===== config.mk =====
export PLATFORM = sky130hd
export DESIGN_NAME = sync_fifo_flags_flat
export DESIGN_NICKNAME = d
export VERILOG_FILES = /design/src/rtl/sync_fifo_flags_pkg.sv /design/src/rtl/sync_fifo_flags_if.sv /design/src/rtl/sync_fifo_flags_mem.sv /design/src/rtl/sync_fifo_flags.sv /design/src/flat_wrapper.sv
export SDC_FILE = /design/constraint.sdc
export NUM_CORES = 1
export LEC_CHECK = 0
export CAP_MARGIN = 20
export CORE_MARGIN = 3
export CORE_UTILIZATION = 63
export DETAILED_ROUTE_END_ITERATION = 12
export PLACE_DENSITY = 0.84
export SYNTH_ARGS = -nofsm -noshare
export SYNTH_HDL_FRONTEND = slang
export SYNTH_SLANG_ARGS = --single-unit

===== constraint.sdc =====
create_clock -name clk -period 5.4 [get_ports clk]
set_input_delay 1.08 -clock clk [delete_from_list [all_inputs] [get_ports clk]]
set_output_delay 1.08 -clock clk [all_outputs]
set_load 0.02 [all_outputs]

===== src/rtl/sync_fifo_flags_pkg.sv =====
// Shared constants and width helpers for the single-clock flagged FIFO.
package sync_fifo_pkg;

    localparam int DSIZE_DEF = 8;
    localparam int ASIZE_DEF = 4;

    function automatic int depth_of(input int asize);
        return 1 << asize;
    endfunction

    // Level and thresholds need one extra bit to represent a completely full FIFO.
    function automatic int lvl_w(input int asize);
        return asize + 1;
    endfunction

endpackage


===== src/rtl/sync_fifo_flags_if.sv =====
// Handshake, data, threshold and status bundle for sync_fifo_flags.
interface sync_fifo_flags_if #(
    parameter int DSIZE = sync_fifo_pkg::DSIZE_DEF,
    parameter int ASIZE = sync_fifo_pkg::ASIZE_DEF
);
    logic [DSIZE-1:0] wdata;
    logic             winc;
    logic             rinc;
    logic [ASIZE:0]   af_thresh;
    logic [ASIZE:0]   ae_thresh;
    logic             err_clr;
    logic [DSIZE-1:0] rdata;
    logic             wfull;
    logic             rempty;
    logic             almost_full;
    logic             almost_empty;
    logic [ASIZE:0]   level;
    logic             overflow;
    logic             underflow;

    modport master (
        output wdata, winc, rinc, af_thresh, ae_thresh, err_clr,
        input  rdata, wfull, rempty, almost_full, almost_empty, level, overflow, underflow
    );

    modport slave (
        input  wdata, winc, rinc, af_thresh, ae_thresh, err_clr,
        output rdata, wfull, rempty, almost_full, almost_empty, level, overflow, underflow
    );
endinterface


===== src/rtl/sync_fifo_flags_mem.sv =====
// DSIZE x DEPTH register array: synchronous write port, unregistered read port, no reset.
module sync_fifo_mem
    import sync_fifo_pkg::*;
#(
    parameter int DSIZE = DSIZE_DEF,
    parameter int ASIZE = ASIZE_DEF
) (
    input  logic             clk,
    input  logic             we,
    input  logic [ASIZE-1:0] waddr,
    input  logic [DSIZE-1:0] wdata,
    input  logic [ASIZE-1:0] raddr,
    output logic [DSIZE-1:0] rdata
);
    localparam int DEPTH = depth_of(ASIZE);

    logic [DSIZE-1:0] mem [DEPTH];

    always_ff @(posedge clk) begin
        if (we) mem[waddr] <= wdata;
    end

    assign rdata = mem[raddr];
endmodule


===== src/rtl/sync_fifo_flags.sv =====
// Single-clock FIFO with exact level, programmable almost flags and sticky errors.
// Define SYNC_FIFO_FWFT_EN for first-word fall-through read data; default is registered rdata.
module sync_fifo_flags
    import sync_fifo_pkg::*;
#(
    parameter int DSIZE = DSIZE_DEF,
    parameter int ASIZE = ASIZE_DEF
) (
    input logic                 clk,
    input logic                 rst_n,
    sync_fifo_flags_if.slave    bus
);
    localparam int LW    = lvl_w(ASIZE);
    localparam int DEPTH = depth_of(ASIZE);

    logic [LW-1:0]    wptr, rptr, level_q;
    logic             overflow_q, underflow_q;
    logic             wfull, rempty, wr_ok, rd_ok;
    logic [DSIZE-1:0] rd_word;

    // Flags come only from the registered level, so a same-cycle read never frees space for a write.
    assign wfull  = (level_q == LW'(DEPTH));
    assign rempty = (level_q == '0);
    assign wr_ok  = bus.winc & ~wfull;
    assign rd_ok  = bus.rinc & ~rempty;

    always_ff @(posedge clk or negedge rst_n) begin
        if (!rst_n) begin
            wptr    <= '0;
            rptr    <= '0;
            level_q <= '0;
        end else begin
            if (wr_ok) wptr <= wptr + LW'(1);
            if (rd_ok) rptr <= rptr + LW'(1);
            case ({wr_ok, rd_ok})
                2'b10:   level_q <= level_q + LW'(1);
                2'b01:   level_q <= level_q - LW'(1);
                default: level_q <= level_q;
            endcase
        end
    end

    // A new error in the clearing cycle wins over err_clr.
    always_ff @(posedge clk or negedge rst_n) begin
        if (!rst_n) begin
            overflow_q  <= 1'b0;
            underflow_q <= 1'b0;
        end else begin
            overflow_q  <= (bus.winc & wfull)  | (overflow_q  & ~bus.err_clr);
            underflow_q <= (bus.rinc & rempty) | (underflow_q & ~bus.err_clr);
        end
    end

    sync_fifo_mem #(.DSIZE(DSIZE), .ASIZE(ASIZE)) u_mem (
        .clk   (clk),
        .we    (wr_ok),
        .waddr (wptr[ASIZE-1:0]),
        .wdata (bus.wdata),
        .raddr (rptr[ASIZE-1:0]),
        .rdata (rd_word)
    );

`ifdef SYNC_FIFO_FWFT_EN
    assign bus.rdata = rd_word;
`else
    logic [DSIZE-1:0] rdata_q;

    always_ff @(posedge clk or negedge rst_n) begin
        if (!rst_n)     rdata_q <= '0;
        else if (rd_ok) rdata_q <= rd_word;
    end

    assign bus.rdata = rdata_q;
`endif

    assign bus.wfull        = wfull;
    assign bus.rempty       = rempty;
    assign bus.level        = level_q;
    assign bus.almost_full  = (level_q >= bus.af_thresh);
    assign bus.almost_empty = (level_q <= bus.ae_thresh);
    assign bus.overflow     = overflow_q;
    assign bus.underflow    = underflow_q;
endmodule


===== src/flat_wrapper.sv =====
// flat-port wrapper written by rule: the top's interface ports become plain ports
module sync_fifo_flags_flat import sync_fifo_pkg::*;
#(
    parameter int DSIZE = DSIZE_DEF,
    parameter int ASIZE = ASIZE_DEF
)
  (clk, rst_n, bus_wdata, bus_winc, bus_rinc, bus_af_thresh, bus_ae_thresh, bus_err_clr, bus_rdata, bus_wfull, bus_rempty, bus_almost_full, bus_almost_empty, bus_level, bus_overflow, bus_underflow);
  sync_fifo_flags_if #(.DSIZE(DSIZE), .ASIZE(ASIZE)) bus_i ();
  input logic clk;
  input logic rst_n;
  input wire logic [$bits(bus_i.wdata)-1:0] bus_wdata;
  input wire logic [$bits(bus_i.winc)-1:0] bus_winc;
  input wire logic [$bits(bus_i.rinc)-1:0] bus_rinc;
  input wire logic [$bits(bus_i.af_thresh)-1:0] bus_af_thresh;
  input wire logic [$bits(bus_i.ae_thresh)-1:0] bus_ae_thresh;
  input wire logic [$bits(bus_i.err_clr)-1:0] bus_err_clr;
  output wire logic [$bits(bus_i.rdata)-1:0] bus_rdata;
  output wire logic [$bits(bus_i.wfull)-1:0] bus_wfull;
  output wire logic [$bits(bus_i.rempty)-1:0] bus_rempty;
  output wire logic [$bits(bus_i.almost_full)-1:0] bus_almost_full;
  output wire logic [$bits(bus_i.almost_empty)-1:0] bus_almost_empty;
  output wire logic [$bits(bus_i.level)-1:0] bus_level;
  output wire logic [$bits(bus_i.overflow)-1:0] bus_overflow;
  output wire logic [$bits(bus_i.underflow)-1:0] bus_underflow;
  assign bus_i.wdata = bus_wdata;
  assign bus_i.winc = bus_winc;
  assign bus_i.rinc = bus_rinc;
  assign bus_i.af_thresh = bus_af_thresh;
  assign bus_i.ae_thresh = bus_ae_thresh;
  assign bus_i.err_clr = bus_err_clr;
  assign bus_rdata = bus_i.rdata;
  assign bus_wfull = bus_i.wfull;
  assign bus_rempty = bus_i.rempty;
  assign bus_almost_full = bus_i.almost_full;
  assign bus_almost_empty = bus_i.almost_empty;
  assign bus_level = bus_i.level;
  assign bus_overflow = bus_i.overflow;
  assign bus_underflow = bus_i.underflow;
  sync_fifo_flags #(.DSIZE(DSIZE), .ASIZE(ASIZE)) u_core (.clk(clk), .rst_n(rst_n), .bus(bus_i));
endmodule

==> summary.txt, run 1 <==
Power and ir drop
  • Internal power: 2630 µW
  • Sw Share: 33.2%
  • Power density over cell area: 529 nW/µm²
  • Max VDD drop: 0.000461 V
  • Net Switching: 1310 µW
  • Clock power share: 27.7%
  • Sequential share of power: 40.9%
  • P_leak: 0.00266 µW
  • Comb power frac: 31.4%

Synth
  • Syn. warnings: 0
  • #FFs+latches synth: 151
  • Synth cell types: 36
  • Cell count after synthesis: 351
  • Syn nets: 393
  • Syn avg cell area: 18.1 µm²
  • Sequential share of the synthesized area: 69.5%
  • Cell area after synthesis: 6360 µm²

Global routing
  • Vias in the first global route: 3497
  • Grt ovf: 0
  • Global-route wire length before repair: 20200 µm
  • Gr usage total: 24.9%
  • Largest net degree at the start of global routing: 36
  • Antenna violations before repair: 0

Setup path
  • Crit-path max FO: 2
  • CP cell instances: clkdlybuf4s50_1, inv_1, ha_1, nor2b_1, o21a_1, o21a_1, o21a_1, o22ai_1, clkdlybuf4s50_1
  • Crit end category: primary output
  • CP startpoint kind: input pin
  • Critical Path AT: 3.24 ns
  • CP dominant cell by count: o21a_1
  • Critical path required time: 4.32 ns
  • Slowest cell on crit path: clkdlybuf4s50_1
  • Critical path type: input pin to primary output
  • Crit-path max cell delay: 0.63 ns

Hold path
  • Hold Crit Class: flop to flop

Route
  • Wirelength per Cell: 24.4 µm
  • Detailed-route via count: 3431
  • Drt drc: 0
  • Post-DR vias/cell: 6.27
  • Pre-Repair DR Iteration Count: 5
  • Total Wirelength: 13300 µm
  • Antenna Nets Post-Route: 0
  • Initial DRC Count: 322

Job
  • Max_cap viols: 0

Final layout
  • # diodes: 0
  • Post-route cell area: 7450 µm²
  • P&R area growth vs syn: 17.2%
  • Most frequent cells in the layout: 128 x edfxtp_1, 41 x clkdlybuf4s50_1, 24 x mux4_1, 23 x dfrtp_1, 19 x ha_1
  • Most common cell after layout, fill and taps aside: edfxtp_1
  • Non-Filler Instances: 547
  • Fraction of layout cells with a size suffix above 1: 14.7%
  • Nets: 443

Outcome
  • Status: finished clean

CTS
  • Clock Tree Buf Depth: 2
  • Sink Count: 151
  • Post-CTS Setup Inserts: 0
  • Root Driver: clkbuf_8
  • Hold_buf cts: 0
  • Htree depth: 4
  • Worst-Skew Late Latency: 0.52 ns
  • Cts bufs inserted: 17
  • Post-CTS resize count: 0
  • Clk slew on worst S/H paths: 0.07 ns
  • CTS tree: yes

Place
  • Post-DP Area: 6880 µm²
  • Port bufs: 41
  • Placer Congestion: 0.755
  • Hpwl dp: 8140 µm
  • Placed cell count: 514

STA
  • Setup TNS Final: 0 ns
  • Fin. Hold Viols: 0
  • Fmax: 0.231 GHz
  • Worst-margin pin slew: 0.925 ns
  • Slew Limit Fails: 0
  • Skew final: 0.00693 ns
  • Final min period: 4.32 ns
  • Final Cycle Share: 80.0%
  • # setup viols final: 0
  • Max_slew headroom: 38.1%
  • RSZ-0062 raised after global routing: no

Floorplanning
  • Num rows: 36
  • I/O pin cnt: 42
  • Core ar.: 9770 µm²
  • Die width: 106 µm
  • Chip height: 106 µm
  • Die area: 11300 µm²
  • Starting density of the core: 65.0%
==> state kept, by name, indices dropped and copies added, names as in the netlist <==
name / flops
u_core.u_mem.mem: 128
u_core.bus.rdata: 8
u_core.bus.level: 5
u_core.rptr: 4
u_core.wptr: 4
u_core.bus.overflow: 1
u_core.bus.underflow: 1
==> per-layer routing <==
metal  global-route usage, %  up-vias  share of wire, %
met3                    5.28       28               7.0
met5                       0        -                 0
met4                    10.9        0               2.2
met2                    40.9      165                52
li1                        -     1493                 -
met1                    32.6     1745                39
==> synth_stat cells <==
| master | instances | share of area, % |
|---|---|---|
| a21oi_1 | 12 | 0.94 |
| xnor2_1 | 8 | 1.1 |
| o22ai_1 | 18 | 1.8 |
| nor2_1 | 15 | 0.89 |
| a21o_1 | 1 | 0.12 |
| a211oi_1 | 1 | 0.12 |
| inv_1 | 18 | 1.1 |
| mux2_2 | 10 | 1.8 |
| nor4_2 | 1 | 0.20 |
| buf_1 | 5 | 0.30 |
| buf_4 | 1 | 0.12 |
| nand2_2 | 2 | 0.20 |
| a22oi_1 | 1 | 0.12 |
| mux4_1 | 24 | 9.9 |
| buf_6 | 3 | 0.53 |
| and2_1 | 2 | 0.20 |
| mux4_2 | 8 | 2.8 |
| ha_1 | 19 | 3.7 |
| buf_2 | 6 | 0.47 |
| a22o_1 | 2 | 0.28 |
| a21boi_1 | 1 | 0.12 |
| xor2_1 | 4 | 0.55 |
| nand2b_1 | 5 | 0.49 |
| o21ai_0 | 5 | 0.39 |
| o211ai_1 | 1 | 0.12 |
| nand3_1 | 1 | 0.079 |
| o21a_1 | 3 | 0.35 |
| nor3_1 | 4 | 0.31 |
| nor2b_1 | 2 | 0.20 |
| or2_2 | 1 | 0.098 |
| nand2_1 | 10 | 0.59 |
| o21bai_1 | 1 | 0.12 |
| nand4_1 | 2 | 0.20 |
| dfrtp_1 | 23 | 9.1 |
| clkbuf_1 | 3 | 0.18 |
| edfxtp_1 | 128 | 60 |
==> path summary, 6_finish.rpt <==
| path | slack [ns] | endpoint | depth (start not counted) | startpoint |
|---|---|---|---|---|
| setup / recovery | 1.08 | bus_almost_empty | 9 | bus_ae_thresh[1] |
| hold / removal | 0.57 | u_core.bus.overflow$_DFF_PN0_ | 1 | u_core.bus.overflow$_DFF_PN0_ |
| setup reg to reg | 2.44 | u_core.bus.level[4]$_DFFE_PN0P_ | 12 | u_core.bus.level[1]$_DFFE_PN0P_ |
| hold reg to reg | 0.57 | u_core.bus.overflow$_DFF_PN0_ | 1 | u_core.bus.overflow$_DFF_PN0_ |
| max in group asynchronous | 3.94 | u_core.bus.rdata[5]$_DFFE_PN0P_ | 2 | rst_n |
| min in group asynchronous | 0.95 | u_core.rptr[1]$_DFFE_PN0P_ | 1 | rst_n |
==> worst max-delay path: cells and delay by family <==
| family | cells | cell delay (ns) |
|---|---|---|
| buffers and inverters | 3 | 1.12 |
| AOI/OAI and AO/OA | 4 | 0.64 |
| and+or+nand+nor | 1 | 0.13 |
| adders and majority gates | 1 | 0.27 |
==> cells by family (layout without fill, tap and decap cells) <==
kind of cell / after synthesis / in the layout / share of synthesized area, %
XOR/XNOR: 12 / 12 / 1.65
AND/OR/NAND/NOR: 45 / 45 / 3.44
multiplexers: 42 / 42 / 14.5
flip-flops: 151 / 151 / 69.5
adder cells (fa/ha/maj): 19 / 19 / 3.74
buffers and inverters: 36 / 99 / 2.66
AO/OA/AOI/OAI: 46 / 46 / 4.45
==> final cells by class <==
type / instances / area, µm²
inverters: 18 / 67.6
well taps: 133 / 166
flip-flops and latches: 151 / 4420
clock buffers: 18 / 418
clock inverters: 14 / 135
multi-input cells: 164 / 1770
repair buffers: 49 / 478
fillers: 544 / 2320
==> power by group through the flow <==
| stage | registers, µW | logic [µW] | clock network, µW |
|---|---|---|---|
| 6_report | 1610 | 1240 | 1090 |
| 5_1_grt | 1630 | 1330 | 1150 |
| 3_5_place_dp | 1630 | 1220 | 0 |
| 3_3_place_gp | 1610 | 1160 | 0 |
| 2_1_floorplan | 1600 | 848 | 0 |
| 4_1_cts | 1610 | 1240 | 1100 |
==> through the flow <==
step	setup slack, ns	utilization [%]	hold WS, ns	power, µW
after floorplan	2.00	-	0.490	2450
after global placement	1.14	70.4	0.499	2770
after detailed placement	1.10	70.4	0.541	2840
after CTS	1.09	76.1	0.555	3950
after global routing	1.02	76.2	0.586	4100
final	1.08	76.2	0.571	3940
Power figures use the tool's default switching activity.
==> inputs of run 2 (changes only) <==
CORE_UTILIZATION = 59   (was 63)
PLACE_DENSITY = 0.8   (was 0.84)
clock period = 4.3 ns   (was 5.4 ns; I/O delays follow)
==> run 2 against run 1 <==
  * Clock power grew 36%
  * Clock skew shrank 0.00075 ns
  * Wire length shrank 7.5%
  * Sequential cell count is the same
  * Final cell count grew 0.91%
  * Critical path depth did not move
  * Critical path type unchanged
==> summary.txt, run 2 (synthesis gave the netlist of run 1 again) <==
Setup path
  • Crit-path max cell delay: 0.62 ns (was 0.63 ns)
  • Reg2Reg Launch Point: u_core.bus.level[1]$_DFFE_PN0P_ (unchanged)
  • CP cell instances: clkdlybuf4s50_1, inv_1, ha_1, nor2b_1, o21a_1, o21a_1, o21a_1, o22ai_1, clkdlybuf4s50_1 (unchanged)
  • Critical path required time: 3.44 ns (was 4.32 ns)
  • Crit end category: primary output (unchanged)
  • Crit-path max FO: 2 (unchanged)
  • FF-to-FF path depth: 12 (unchanged)
  • Slowest cell on crit path: clkdlybuf4s50_1 (unchanged)
  • R2r setup slk: 1.42 ns (was 2.44 ns)
  • Critical path type: input pin to primary output (unchanged)
  • Critical Path AT: 3.02 ns (was 3.24 ns)
  • Worst r2r dst: u_core.bus.level[4]$_DFFE_PN0P_ (unchanged)
  • CP startpoint kind: input pin (unchanged)
  • CP dominant cell by count: o21a_1 (unchanged)

STA
  • Fmax: 0.258 GHz
  • Final min period: 3.88 ns
  • Setup TNS Final: 0 ns (unchanged)
  • # setup viols final: 0 (unchanged)
  • Slew Limit Fails: 0 (unchanged)
  • Worst-margin pin slew: 0.954 ns (was 0.925 ns)
  • RSZ-0062 raised after global routing: no (unchanged)
  • Skew final: 0.00618 ns (was 0.00693 ns)
  • Final Cycle Share: 90.3%
  • Worst setup margin: 0.417 ns (was 1.08 ns)
  • Max_slew headroom: 36.1% (was 38.1%)
  • Fin. Hold Viols: 0 (unchanged)

Global routing
  • Grt ovf: 0 (unchanged)
  • Gr usage total: 22.0% (was 24.9%)
  • Largest net degree at the start of global routing: 24 (was 36)
  • Antenna violations before repair: 0 (unchanged)
  • Vias in the first global route: 3361 (was 3497)
  • Global-route wire length before repair: 18800 µm (was 20200 µm)

Route
  • Wirelength per Cell: 22.3 µm (was 24.4 µm)
  • Antenna Nets Post-Route: 0 (unchanged)
  • Drt drc: 0 (unchanged)
  • Detailed-route via count: 3418 (was 3431)
  • Total Wirelength: 12300 µm (was 13300 µm)
  • Post-DR vias/cell: 6.19 (was 6.27)
  • Initial DRC Count: 428 (was 322)
  • Pre-Repair DR Iteration Count: 5 (unchanged)

CTS
  • Htree depth: 4 (unchanged)
  • CTS tree: yes (unchanged)
  • Clock Tree Buf Depth: 2 (unchanged)
  • Cts bufs inserted: 17 (unchanged)
  • Sink Count: 151 (unchanged)
  • Hold_buf cts: 0 (unchanged)
  • Post-CTS Setup Inserts: 0 (unchanged)
  • Clk slew on worst S/H paths: 0.06 ns (was 0.07 ns)
  • Root Driver: clkbuf_8 (unchanged)
  • Worst-Skew Late Latency: 0.52 ns (about the same)
  • Post-CTS resize count: 0 (unchanged)

Hold path
  • HP Start: u_core.bus.underflow$_DFF_PN0_ (was u_core.bus.overflow$_DFF_PN0_)
  • Hold Crit Class: flop to flop (unchanged)
  • Worst Hold End: u_core.bus.underflow$_DFF_PN0_ (was u_core.bus.overflow$_DFF_PN0_)
  • Hold depth: 1 (unchanged)

Final layout
  • Footprint of the multi-input gates: 1770 µm² (unchanged)
  • Max reg flops: 128 (unchanged)
  • FF/Latch Area: 4420 µm² (unchanged)
  • Nets: 445 (was 443)
  • Fraction of layout cells with a size suffix above 1: 15.4% (was 14.7%)
  • Most common cell after layout, fill and taps aside: edfxtp_1 (unchanged)
  • P&R area growth vs syn: 18.7% (was 17.2%)
  • Most frequent cells in the layout: 128 x edfxtp_1, 41 x clkdlybuf4s50_1, 24 x mux4_1, 23 x dfrtp_1, 19 x ha_1 (unchanged)
  • # diodes: 0 (unchanged)
  • Fill cells: 593 (was 544)
  • Biggest register: u_core.u_mem.mem (unchanged)

Floorplanning
  • Starting density of the core: 61.0% (was 65.0%)
  • Core ar.: 10400 µm² (was 9770 µm²)
  • I/O pin cnt: 42 (unchanged)
  • Die area: 12100 µm² (was 11300 µm²)
  • Die width: 110 µm (was 106 µm)
  • Chip height: 110 µm (was 106 µm)
  • Num rows: 37 (was 36)

Place
  • Port bufs: 41 (unchanged)
  • Worst Setup Slack post-DPL: 0.397 ns (was 1.10 ns)
  • Hpwl dp: 7920 µm (was 8140 µm)
  • Placer Congestion: 0.794 (was 0.755)

Power and ir drop
  • P_leak: 0.00272 µW (was 0.00266 µW)
  • Max VDD drop: 0.000353 V (was 0.000461 V)
  • Tot Pwr: 5080 µW (was 3940 µW)
  • Power density over cell area: 673 nW/µm² (was 529 nW/µm²)

Job
  • Max_cap viols: 0 (unchanged)

Outcome
  • Status: finished clean (unchanged)
-- run 2: cell types whose count changed in the layout (fill, tap and decap cells not counted) --
cell        delta
inv_8          +2
bufinv_16      +2
clkinvlp_4     -2
buf_8          -1
clkinv_4       -3
clkbuf_1       -1
buf_16         +2
clkinv_8       -1
inv_6          +1
buf_4          +1
clkinv_2       +2
-- run 2: worst max-delay path by stage --
stage / from / to / cells after the start
after floorplan: bus_ae_thresh[1] / bus_almost_empty / 7
after global placement: bus_ae_thresh[1] / bus_almost_empty / 9
after detailed placement: bus_ae_thresh[1] / bus_almost_empty / 9
after CTS: bus_ae_thresh[1] / bus_almost_empty / 9
after global routing: bus_ae_thresh[1] / bus_almost_empty / 9
final: bus_ae_thresh[1] / bus_almost_empty / 9
-- run 2: where the power goes --
| group | internal, µW | leakage (µW) | switching, µW |
|---|---|---|---|
| clock network | 854 | 0.000298 | 629 |
| registers | 1820 | 0.00142 | 256 |
| logic | 773 | 0.000993 | 744 |
| total | 3450 | 0.00272 | 1630 |
-- run 2: area by class of cell --
type,count,area share (%)
sequential,151,58.6
multi-input combinational,164,23.4
timing repair buffer,51,6.97
clock buffer,17,5.49
clock inverter,15,2.37
tap,136,2.26
inverter,18,0.896
-- run 2: layer usage --
layer,track usage (%),vias to the layer above,routed length [µm]
li1,-,1516,-
met1,28.7,1705,5000
met2,35.0,162,6110
met3,5.87,35,837
met4,9.80,0,370
met5,0,-,0
-- run 2: per-stage QoR --
stage          std cells  cell area (µm²)  hold WS [ns]  util [%]
6_report             552             7540         0.521      72.4
5_1_grt              552             7540         0.533      72.4
4_1_cts              551             7520         0.524      72.2
3_5_place_dp         519             6920         0.507      66.5
3_3_place_gp         518             6900         0.492      66.2
2_1_floorplan        351             6360         0.490         -
-- run 2: worst max-delay path, delay by kind of cell --
family,cells,cell delay [ns]
AOI/OAI and AO/OA,4,0.61
and+or+nand+nor,1,0.13
buffers and inverters,3,1.13
adders and majority gates,1,0.28
==> inputs of run 3 (changes only) <==
CELL_PAD_IN_SITES_DETAIL_PLACEMENT = 0   (was not set)
CELL_PAD_IN_SITES_GLOBAL_PLACEMENT = 2   (was not set)
CORE_UTILIZATION = 45   (was 59)
==> run 3 against run 2 <==
  * Wire length fell by 0.16%
  * Utilization fell by 16 points
  * First-iteration DRC count fell by 43%
  * Clock skew rose by 0.0025 ns
  * Via count fell by 6.1%
  * Non-clock buffer count fell by 3
  * Critical endpoint unchanged
  * Highest routed layer unchanged
==> summary.txt, run 3 (synthesis gave the netlist of run 1 again) <==
CTS
  • CTS tree: yes (unchanged)
  • Cts bufs inserted: 17 (unchanged)
  • Htree depth: 4 (unchanged)
  • Clock Tree Buf Depth: 2 (unchanged)
  • Clk slew on worst S/H paths: 0.06 ns (about the same)
  • Root Driver: clkbuf_16 (was clkbuf_8)
  • Post-CTS resize count: 0 (unchanged)
  • Hold_buf cts: 0 (unchanged)
  • Worst-Skew Late Latency: 0.42 ns (was 0.52 ns)
  • Sink Count: 151 (unchanged)
  • Post-CTS Setup Inserts: 0 (unchanged)

Outcome
  • Status: finished clean (unchanged)

Floorplanning
  • I/O pin cnt: 42 (unchanged)
  • Die area: 15600 µm² (was 12100 µm²)
  • Num rows: 42 (was 37)
  • Starting density of the core: 47.1% (was 61.0%)
  • Core ar.: 13500 µm² (was 10400 µm²)
  • Die width: 125 µm (was 110 µm)
  • Chip height: 125 µm (was 110 µm)

Final layout
  • Fraction of layout cells with a size suffix above 1: 15.0% (was 15.4%)
  • Biggest register: u_core.u_mem.mem (unchanged)
  • Most common cell after layout, fill and taps aside: edfxtp_1 (unchanged)
  • Nets: 442 (was 445)
  • # diodes: 0 (unchanged)
  • Final Util: 56.0% (was 72.4%)
  • Max reg flops: 128 (unchanged)
  • P&R area growth vs syn: 19.1% (was 18.7%)
  • Most frequent cells in the layout: 128 x edfxtp_1, 41 x clkdlybuf4s50_1, 24 x mux4_1, 22 x dfrtp_1, 19 x ha_1 (was 128 x edfxtp_1, 41 x clkdlybuf4s50_1, 24 x mux4_1, 23 x dfrtp_1, 19 x ha_1)

Job
  • Max_cap viols: 0 (unchanged)

Hold path
  • Hold depth: 1 (unchanged)
  • HP Start: u_core.bus.overflow$_DFF_PN0_ (was u_core.bus.underflow$_DFF_PN0_)
  • Hold Crit Class: flop to flop (unchanged)
  • Worst Hold End: u_core.bus.overflow$_DFF_PN0_ (was u_core.bus.underflow$_DFF_PN0_)

Place
  • Port bufs: 41 (unchanged)
  • Hpwl dp: 7850 µm (was 7920 µm)
  • Placer Congestion: 0.735 (was 0.794)

Power and ir drop
  • P_leak: 0.00270 µW (was 0.00272 µW)
  • Max VDD drop: 0.000392 V (was 0.000353 V)
  • Power density over cell area: 672 nW/µm² (was 673 nW/µm²)

Global routing
  • Gr usage total: 16.7% (was 22.0%)
  • Global-route wire length before repair: 19400 µm (was 18800 µm)
  • Vias in the first global route: 3236 (was 3361)
  • Grt ovf: 0 (unchanged)
  • Largest net degree at the start of global routing: 36 (was 24)
  • Antenna violations before repair: 0 (unchanged)

STA
  • Setup TNS Final: 0 ns (unchanged)
  • Slew Limit Fails: 0 (unchanged)
  • Skew final: 0.00866 ns (was 0.00618 ns)
  • # setup viols final: 0 (unchanged)
  • Fmax: 0.260 GHz (was 0.258 GHz)
  • Final Cycle Share: 89.5% (was 90.3%)
  • RSZ-0062 raised after global routing: no (unchanged)
  • Worst-margin pin slew: 1.02 ns (was 0.954 ns)
  • Final min period: 3.85 ns (was 3.88 ns)
  • Max_slew headroom: 31.7% (was 36.1%)
  • Fin. Hold Viols: 0 (unchanged)

Route
  • Total Wirelength: 12300 µm (about the same)
  • Wirelength per Cell: 20.9 µm (was 22.3 µm)
  • Antenna Nets Post-Route: 0 (unchanged)
  • Initial DRC Count: 245 (was 428)
  • Post-DR vias/cell: 5.45 (was 6.19)
  • Detailed-route via count: 3210 (was 3418)
  • Pre-Repair DR Iteration Count: 4 (was 5)
  • Drt drc: 0 (unchanged)

Setup path
  • CP startpoint kind: input pin (unchanged)
  • Crit-path max FO: 2 (unchanged)
  • Crit end category: primary output (unchanged)
  • Reg2Reg Launch Point: u_core.bus.level[1]$_DFFE_PN0P_ (unchanged)
  • Worst r2r dst: u_core.bus.level[4]$_DFFE_PN0P_ (unchanged)
  • Critical path type: input pin to primary output (unchanged)
  • Critical Path AT: 2.99 ns (was 3.02 ns)
  • Critical path required time: 3.44 ns (about the same)
  • R2r setup slk: 1.42 ns (about the same)
  • FF-to-FF path depth: 12 (unchanged)
[run 3: worst max-delay path by stage]
stage	cells past startpoint	endpoint	slack, ns	startpoint
after global placement	9	bus_almost_empty	0.45	bus_ae_thresh[1]
after detailed placement	9	bus_almost_empty	0.45	bus_ae_thresh[1]
after CTS	9	bus_almost_empty	0.44	bus_ae_thresh[1]
final	9	bus_almost_empty	0.45	bus_ae_thresh[1]
after global routing	9	bus_almost_empty	0.35	bus_ae_thresh[1]
after floorplan	7	bus_almost_empty	1.34	bus_ae_thresh[1]
[run 3: critical path: stages]
cell,delay [ns]
clkdlybuf4s50_1,0.45
inv_1,0.04
ha_1,0.28
nor2b_1,0.14
o21a_1,0.16
o21a_1,0.16
o21a_1,0.16
o22ai_1,0.11
clkdlybuf4s50_1,0.62
[run 3: cell type report]
type                    count  area, µm²
fillers                  1032       5940
flip-flops and latches    151       4420
multi-input cells         164       1770
repair buffers             48        463
clock buffers              18        429
well taps                 176        220
clock inverters            14        195
inverters                  18       67.6
[run 3: metrics by stage]
stage / power [µW] / instance area, µm² / hold slack (ns) / setup WS, ns / cells
2_1_floorplan: 3080 / 6360 / 0.490 / 1.34 / 351
3_3_place_gp: 3550 / 6940 / 0.492 / 0.455 / 557
5_1_grt: 5360 / 7570 / 0.540 / 0.347 / 589
3_5_place_dp: 3570 / 6940 / 0.498 / 0.446 / 557
4_1_cts: 5140 / 7570 / 0.516 / 0.436 / 589
6_report: 5080 / 7570 / 0.509 / 0.450 / 589
[run 3: report_power, final]
part           total (µW)  leakage [µW]  switching, µW  internal [µW]
logic                1410      0.000964            673            735
clock network        1570      0.000311            593            979
registers            2100       0.00142            283           1820
total                5080       0.00270           1550           3530
[run 3: per-layer routing]
layer  routed length (µm)  up-vias  GRT usage, %
li1                     -     1494             -
met1                 5600     1626          23.5
met4                  150        0          4.40
met5                    0        -             0
met3                  693       13          5.66
met2                 5860       77          25.4
